==> src/rtl/hazard_ctrl_pkg.sv <==
// Shared types and constants for the ID/EX hazard controller and its
// register-match helper.
package hazard_ctrl_pkg;

  localparam int REG_ADDR_W_DEF = 5;
  localparam int CNT_W          = 3;   // holds LOAD_LAT-1 for LOAD_LAT up to 7

  localparam logic [31:0] ZERO_WORD = 32'h0000_0000;
  // IF/ID flush loads this instruction (addi x0, x0, 0); the ID/EX bubble
  // is simply an all-zero control word.
  localparam logic [31:0] NOP_INSTR = 32'h0000_0013;

  typedef enum logic {
    RUN   = 1'b0,
    STALL = 1'b1
  } state_e;

  typedef struct packed {
    logic pc_hold;
    logic if_id_hold;
    logic if_id_flush;
    logic id_ex_hold;
    logic id_ex_flush;
    logic redirect;
  } hz_ctl_t;

  localparam hz_ctl_t CTL_IDLE   = hz_ctl_t'(6'b000000);
  localparam hz_ctl_t CTL_FREEZE = hz_ctl_t'(6'b110100);
  localparam hz_ctl_t CTL_REDIR  = hz_ctl_t'(6'b001011);
  localparam hz_ctl_t CTL_BUBBLE = hz_ctl_t'(6'b110010);

endpackage

==> src/rtl/hazard_ctrl_match.sv <==
// Source-vs-destination register comparator with used/x0 qualification.
// Shared between load-use detection and operand forwarding.
module hazard_match #(
  parameter int REG_ADDR_W = 5
) (
  input  logic [REG_ADDR_W-1:0] rs1,
  input  logic [REG_ADDR_W-1:0] rs2,
  input  logic                  rs1_used,
  input  logic                  rs2_used,
  input  logic [REG_ADDR_W-1:0] rd,
  input  logic                  qual,
  output logic                  hit
);

  logic rd_live;

  // x0 is hard-wired zero, so a write to it never creates a dependency
  assign rd_live = qual && (rd != '0);
  assign hit     = rd_live && ((rs1_used && (rs1 == rd)) ||
                               (rs2_used && (rs2 == rd)));

endmodule

==> src/rtl/hazard_ctrl.sv <==
// ID/EX hazard control: load-use bubbles, branch/jump squash, external freeze.
// Optional bubble/redirect performance counters enabled by HAZARD_PERF_EN.
module hazard_ctrl
  import hazard_ctrl_pkg::*;
#(
  parameter int REG_ADDR_W = REG_ADDR_W_DEF,
  parameter int LOAD_LAT   = 1,
  parameter int PERF_W     = 32
) (
  input  logic                  clk,
  input  logic                  rst_n,
  input  logic [REG_ADDR_W-1:0] rs1_if_id_i,
  input  logic [REG_ADDR_W-1:0] rs2_if_id_i,
  input  logic                  rs1_used_i,
  input  logic                  rs2_used_i,
  input  logic [REG_ADDR_W-1:0] Rd_id_ex_i,
  input  logic                  MemRead_id_ex_i,
  input  logic                  RegWrite_id_ex_i,
  input  logic                  branch_taken_ex_i,
  input  logic                  jal_id_ex_i,
  input  logic                  jalr_id_ex_i,
  input  logic                  ext_stall_i,
  output logic                  pc_hold_o,
  output logic                  if_id_hold_o,
  output logic                  if_id_flush_o,
  output logic                  id_ex_hold_o,
  output logic                  id_ex_flush_o,
  output logic                  redirect_o,
  output logic [PERF_W-1:0]     stall_cnt_o,
  output logic [PERF_W-1:0]     flush_cnt_o
);

  state_e           state, state_n;
  logic [CNT_W-1:0] cnt, cnt_n;
  hz_ctl_t          ctl;
  logic             lu, redir, bubble;

  hazard_match #(.REG_ADDR_W(REG_ADDR_W)) u_match (
    .rs1      (rs1_if_id_i),
    .rs2      (rs2_if_id_i),
    .rs1_used (rs1_used_i),
    .rs2_used (rs2_used_i),
    .rd       (Rd_id_ex_i),
    .qual     (MemRead_id_ex_i & RegWrite_id_ex_i),
    .hit      (lu)
  );

  assign redir = branch_taken_ex_i | jal_id_ex_i | jalr_id_ex_i;

  always_ff @(posedge clk or negedge rst_n) begin
    if (!rst_n) begin
      state <= RUN;
      cnt   <= '0;
    end else begin
      state <= state_n;
      cnt   <= cnt_n;
    end
  end

  always_comb begin
    state_n = state;
    cnt_n   = cnt;
    ctl     = CTL_IDLE;
    bubble  = 1'b0;
    if (ext_stall_i) begin
      ctl = CTL_FREEZE;
    end else if (redir) begin
      // a redirect also cancels any stall in progress
      ctl     = CTL_REDIR;
      state_n = RUN;
      cnt_n   = '0;
    end else if (state == STALL) begin
      ctl    = CTL_BUBBLE;
      bubble = 1'b1;
      if (cnt == CNT_W'(1)) begin
        state_n = RUN;
        cnt_n   = '0;
      end else begin
        cnt_n = cnt - CNT_W'(1);
      end
    end else if (lu) begin
      ctl    = CTL_BUBBLE;
      bubble = 1'b1;
      if (LOAD_LAT > 1) begin
        state_n = STALL;
        cnt_n   = CNT_W'(LOAD_LAT - 1);
      end
    end
    if (!rst_n) ctl = CTL_IDLE;
  end

  assign pc_hold_o     = ctl.pc_hold;
  assign if_id_hold_o  = ctl.if_id_hold;
  assign if_id_flush_o = ctl.if_id_flush;
  assign id_ex_hold_o  = ctl.id_ex_hold;
  assign id_ex_flush_o = ctl.id_ex_flush;
  assign redirect_o    = ctl.redirect;

`ifdef HAZARD_PERF_EN
  logic [PERF_W-1:0] stall_cnt, flush_cnt;

  // bubble/redirect are only raised with ext_stall_i low, so no extra gating
  always_ff @(posedge clk or negedge rst_n) begin
    if (!rst_n) begin
      stall_cnt <= '0;
      flush_cnt <= '0;
    end else begin
      if (bubble && (stall_cnt != '1)) stall_cnt <= stall_cnt + PERF_W'(1);
      if (ctl.redirect && (flush_cnt != '1)) flush_cnt <= flush_cnt + PERF_W'(1);
    end
  end

  assign stall_cnt_o = stall_cnt;
  assign flush_cnt_o = flush_cnt;
`else
  logic unused_perf;
  assign unused_perf = bubble;
  assign stall_cnt_o = '0;
  assign flush_cnt_o = '0;
`endif

endmodule

==> config.mk <==
export PLATFORM = sky130hd
export DESIGN_NAME = hazard_ctrl
export DESIGN_NICKNAME = d
export VERILOG_FILES = /design/src/rtl/hazard_ctrl_pkg.sv /design/src/rtl/hazard_ctrl_match.sv /design/src/rtl/hazard_ctrl.sv
export SDC_FILE = /design/constraint.sdc
export NUM_CORES = 1
export LEC_CHECK = 0
export BUFFER_PORTS_ARGS = -buffer_cell sky130_fd_sc_hd__buf_2
export CAP_MARGIN = 20
export CORE_MARGIN = 10
export CORE_UTILIZATION = 35
export DETAILED_ROUTE_END_ITERATION = 7
export GPL_ROUTABILITY_DRIVEN = 0
export PLACE_DENSITY_LB_ADDON = 0.25
export SYNTH_ARGS = -nofsm -noshare
export SYNTH_HDL_FRONTEND = slang
export SYNTH_HIERARCHICAL = 1
export SYNTH_SLANG_ARGS = --single-unit
export TNS_END_PERCENT = 20
==> constraint.sdc <==
create_clock -name clk -period 2.37 [get_ports clk]
set_input_delay 0.474 -clock clk [delete_from_list [all_inputs] [get_ports clk]]
set_output_delay 0.474 -clock clk [all_outputs]
set_load 0.02 [all_outputs]
==> results of run 1 <==
[routing by layer]
layer	track usage (%)	vias to the layer above	wire, um
met5	0	-	0
li1	-	304	-
met3	8.51	2	505
met1	6.71	281	704
met4	2.58	0	15
met2	12.4	64	1070
[per-stage QoR]
stage          total power, W  instance area [um^2]  cells
2_1_floorplan        0.000272                  1150    178
3_3_place_gp         0.000227                   845    172
3_5_place_dp         0.000228                   845    172
4_1_cts              0.000319                   867    175
5_1_grt              0.000354                   911    175
6_report             0.000329                   911    175
[flip-flops by register name, summed over array words and instances, names as in the netlist]
signal / flops
state: 1
cnt: 3
[worst paths after layout]
path                               startpoint         to  slack [ns]  depth (start not counted)
worst max-delay path            Rd_id_ex_i[1]  pc_hold_o        0.06                          8
worst min-delay path                    rst_n     cnt[1]        0.05                          1
worst max register to register         cnt[0]     cnt[2]        1.10                          3
worst min register to register         cnt[1]     cnt[1]        0.50                          1
max in group asynchronous               rst_n      state        2.16                          1
min in group clk                       cnt[1]     cnt[1]        0.50                          1
[kinds of logic after synthesis]
family                     Yosys count  share of synthesized area, %
AOI/OAI and AO/OA                   12                          8.33
xor gates and xnor gates            10                          9.56
adders and majority gates            2                          2.73
buffers and inverters               69                          55.3
DFF                                  4                          10.9
other                                1                         0.409
and+or+nand+nor                     17                          12.7
[cell usage after synthesis]
library cell / instances / area share (%)
nor3_1: 1 / 0.55
nand2b_1: 1 / 0.68
ha_1: 2 / 2.7
nor4_4: 1 / 2.3
or4_1: 1 / 0.82
buf_4: 66 / 54
o21a_1: 2 / 1.6
a21oi_1: 5 / 2.7
or4b_1: 1 / 1.1
o21ai_1: 2 / 1.1
nor2_1: 3 / 1.2
nand2_1: 2 / 0.82
nor4_2: 1 / 1.4
xnor2_1: 2 / 1.9
nand3_1: 2 / 1.1
or3_1: 1 / 0.68
a32o_1: 1 / 1.1
xor2_1: 8 / 7.7
dfrtp_1: 4 / 11
and2_1: 2 / 1.4
inv_1: 3 / 1.2
conb_1: 1 / 0.41
nor4_1: 1 / 0.68
o21bai_1: 1 / 0.82
o2bb2ai_1: 1 / 0.96
[power by group through the flow]
stage | logic, W | clock network, W | registers (W)
finish | 0.000171 | 0.0000899 | 0.0000686
global route | 0.000184 | 0.000101 | 0.0000685
CTS | 0.000158 | 0.0000924 | 0.0000686
detailed placement | 0.000158 | 0 | 0.0000695
global placement | 0.000157 | 0 | 0.0000695
floorplan | 0.000202 | 0 | 0.0000696
[layout make-up]
type | instances | share of cell area (%)
sequential | 4 | 11.0
multi-input combinational | 105 | 60.6
timing repair buffer | 30 | 20.6
inverter | 3 | 1.24
clock buffer | 3 | 2.47
tap | 30 | 4.12
[placed cells by master, fill, tap and decap left out, types with 2 or more instances in the layout]
cell	instances
conb_1	64
buf_2	24
xor2_1	8
a21oi_1	4
dfrtp_1	4
buf_6	4
inv_1	3
clkbuf_4	3
and2_1	2
nor2_1	2
o21a_1	2
nand2_1	2
o21ai_1	2
ha_1	2
xnor2_1	2
nand3_1	2
[timing repair]
item | in CTS | in global routing
gates resized for setup | 0 | 13
hold endpoints to repair | 0 | 0
setup endpoints to repair | 0 | 3
==> flow_summary.ini, run 1 <==
[status]
status = finished, final reports clean

[global_routing]
grt_pass1_wl_mm = 3.45
gr-usage-all-layers_pct = 7.96
antenna_found_initial = 0
grt_start_max_net_pins = 8
grt_pass1_vias = 718
overflow = 0

[timing]
timing.final.ws_setup_ns = 0.0559
finalSetupViolCount = 0
setup_tns_ns = 0
fin_crit_ns = 2.31
finalHoldViolations = 0
fmax_ghz = 0.432
skew_ns = 0.0126
rsz0062_at_grt = yes
slew_violations = 0
post-route-period-util_pct = 97.6
hold_ws_ns = 0.0459

[critical_path]
cp.buffers_inverters = 2
setup.worst_path.class = in -> out
cp_max_fo = 3
slowest_delay_ns = 0.52
cp.arrival_ns = 1.84
path_cells = buf_2, or4_1, o21ai_1, a21oi_2, nor2_2, nor2_1, o21a_1, buf_6
critical_path_required_ns = 1.90
crit_slowest_cell = or4_1
critPathTopFamily = simple AND/OR/NAND/NOR gates
cp-start-kind = primary input
crit_path_end_kind = output port

[die]
dieWidth_um = 71.2
die_area_um2 = 5060
io_pins = 95
die_h_um = 71.2
fp-row-count = 18
core_area_um2 = 2480
start_util_pct = 37.0

[power]
p_leak_nw = 0.506
p_int_w = 0.000164
combPwrFrac_pct = 51.9
p_sw_w = 0.000165
peakVddDrop_uv = 222
powerDensity_nw_per_um2 = 361
seqPwrFrac_pct = 20.8
swShare_pct = 50.2
p_clk_share_pct = 27.3

[cts]
ctsRootBufferMaster = clkbuf_4
clock_sinks = 4
h-tree-depth = 1
path_clk_slew_ns = 0.05
postCtsHoldBufs = 0
clk_path_buf_depth = 2
clkLatencyLatePin_ns = 0.24
post-cts-setup-buffers = 0
cts_tree = built
numCtsBuffers = 3

[yosys]
syn_inst = 115
ys_seq_area_share_pct = 10.9
synth_cell_types = 25
syn_avg_cell_area_um2 = 7.96
syn_area_um2 = 916
ys_seq_elements = 4
ys.warnings.count = 6

[finish]
postLayoutCoreUtil_pct = 36.8
syn_to_final_growth_pct = -0.546
final_nets = 174
diodes = 0
seqCellArea_um2 = 100
multi_input_area_um2 = 552
final_layout_size_suffix_gt1_share_pct = 25.5
fillers = 264

[detailed_routing]
first_pass_iters = 2
wl_per_cell_um = 13.1
ant_nets = 0
drt_wl_total_mm = 2.29
viasPerCell = 3.72
drt_iter0_markers = 11
num_vias = 651
drcViolationCount = 0

[place]
io_buffers = 30
place_hpwl_mm = 2.13
preCtsSetupSlack_ns = 0.0339

[run]
maxCapViolations = 0

[worst_hold_path]
min_path_type = in -> async
Note: power is estimated with default switching activity, not from simulation.
==> inputs of run 2 (changes only) <==
CTS_BUF_LIST = sky130_fd_sc_hd__clkbuf_8 sky130_fd_sc_hd__clkbuf_16   (was not set)
==> run 2 against run 1 <==
Clock power rose by 66%. Via count rose by 0.15%. Worst setup slack barely moved. Clock skew fell by 0.0040 ns. Hold slack improved by 0.023 ns. Cell count did not move. Non-clock buffer count did not move. Sequential power barely moved. Clock-buffer cell count did not move. Sequential share of layout area fell by 0.22 points. Highest routed layer unchanged.
==> flow_summary.ini, run 2 (same netlist as run 1, synthesis figures left out) <==
[die]
fp-row-count = 18
start_util_pct = 37.0
die_area_um2 = 5060
dieWidth_um = 71.2
io_pins = 95
die_h_um = 71.2
core_area_um2 = 2480

[place]
preCtsSetupSlack_ns = 0.0339
place_hpwl_mm = 2.13
placed_cells = 172
io_buffers = 30

[finish]
regMostFlops = cnt
layout.cells.non_filler = 175
syn_to_final_growth_pct = 1.50
fillers = 263
final_cell_mix = conb_1, buf_2, xor2_1
final_nets = 174
final_layout_size_suffix_gt1_share_pct = 25.5
diodes = 0
mostFrequentLayoutCell = conb_1
largest_register_ff_count = 3
reg_top3 = cnt x3, state x1

[timing]
slew_violations = 0
post-route-period-util_pct = 97.6
skew_ns = 0.00850
finalHoldViolations = 0
setup_tns_ns = 0
fin_crit_ns = 2.31
rsz0062_at_grt = yes
finalSetupViolCount = 0
timing.final.ws_setup_ns = 0.0559
hold_ws_ns = 0.0694
fmax_ghz = 0.432

[cts]
post-cts-setup-buffers = 0
postCtsHoldBufs = 0
numCtsBuffers = 3
cts_tree = built
clk_path_buf_depth = 2
ctsRootBufferMaster = clkbuf_8
path_clk_slew_ns = 0.04
clkLatencyLatePin_ns = 0.22
clock_sinks = 4
h-tree-depth = 1

[critical_path]
setup.worst_path.class = in -> out
cp-start-kind = primary input
r2r_cells = 3
critical_path_required_ns = 1.90
cp.arrival_ns = 1.84
cp_max_fo = 3
crit_path_end_kind = output port

[global_routing]
grt_pass1_wl_mm = 3.45
antenna_found_initial = 0
grt_pass1_vias = 718
overflow = 0
grt_start_max_net_pins = 8
gr-usage-all-layers_pct = 7.96

[run]
maxCapViolations = 0

[status]
status = finished, final reports clean

[detailed_routing]
drt_wl_total_mm = 2.30
drcViolationCount = 0
num_vias = 652
drt_iter0_markers = 11
ant_nets = 0
viasPerCell = 3.73
first_pass_iters = 2
wl_per_cell_um = 13.1

[power]
p_leak_nw = 0.514
p_total_w = 0.000389
powerDensity_nw_per_um2 = 418
peakVddDrop_uv = 326

[worst_hold_path]
min_path_type = in -> async
run 2: changes by cell type in the layout (fill, tap and decap cells not counted):
cell,before,now
clkbuf_4,3,0
clkbuf_8,0,3
run 2: critical path, cell delays in order:
cell and delay (ns):
buf_2 0.12, or4_1 0.52, o21ai_1 0.17, a21oi_2 0.06, nor2_2 0.09, nor2_1 0.05
o21a_1 0.21, buf_6 0.14
run 2: where the power goes:
part                switching [W]  internal (W)
sequential     0.0000000000000708     0.0000687
combinational            0.000132     0.0000383
clock                   0.0000403      0.000109
run 2: path summary, 6_finish.rpt:
check / startpoint / endpoint / slack [ns]
setup / recovery: Rd_id_ex_i[1] / pc_hold_o / 0.06
hold / removal: rst_n / cnt[1] / 0.07
setup reg to reg: cnt[0] / cnt[2] / 1.09
hold reg to reg: cnt[1] / cnt[1] / 0.50
max in group asynchronous: rst_n / state / 2.15
min in group clk: cnt[1] / cnt[1] / 0.50
run 2: repair_timing:
action / in CTS / in global routing
setup endpoints to repair: 0 / 3
resized for setup: 0 / 13
endpoints found under the hold margin: 0 / 0
run 2: layout make-up:
cell class	count	area (um^2)	area share [%]
well taps	30	37.5	4.04
multi-input cells	105	552	59.4
clock buffers	3	41.3	4.44
inverters	3	11.3	1.21
repair buffers	30	188	20.2
flip-flops and latches	4	100	10.8
run 2: stage by stage:
stage               utilization [%]  cell area (um^2)
floorplan                         -              1150
global placement               34.1               845
detailed placement             34.1               845
CTS                            35.8               886
global route                   37.5               930
finish                         37.5               930
run 2: metal layers:
| layer | up-vias | wire length, um | track usage, % |
|---|---|---|---|
| li1 | 304 | - | - |
| met1 | 279 | 703 | 6.71 |
| met2 | 65 | 1060 | 12.4 |
| met3 | 4 | 512 | 8.51 |
| met4 | 0 | 23 | 2.58 |
| met5 | - | 0 | 0 |
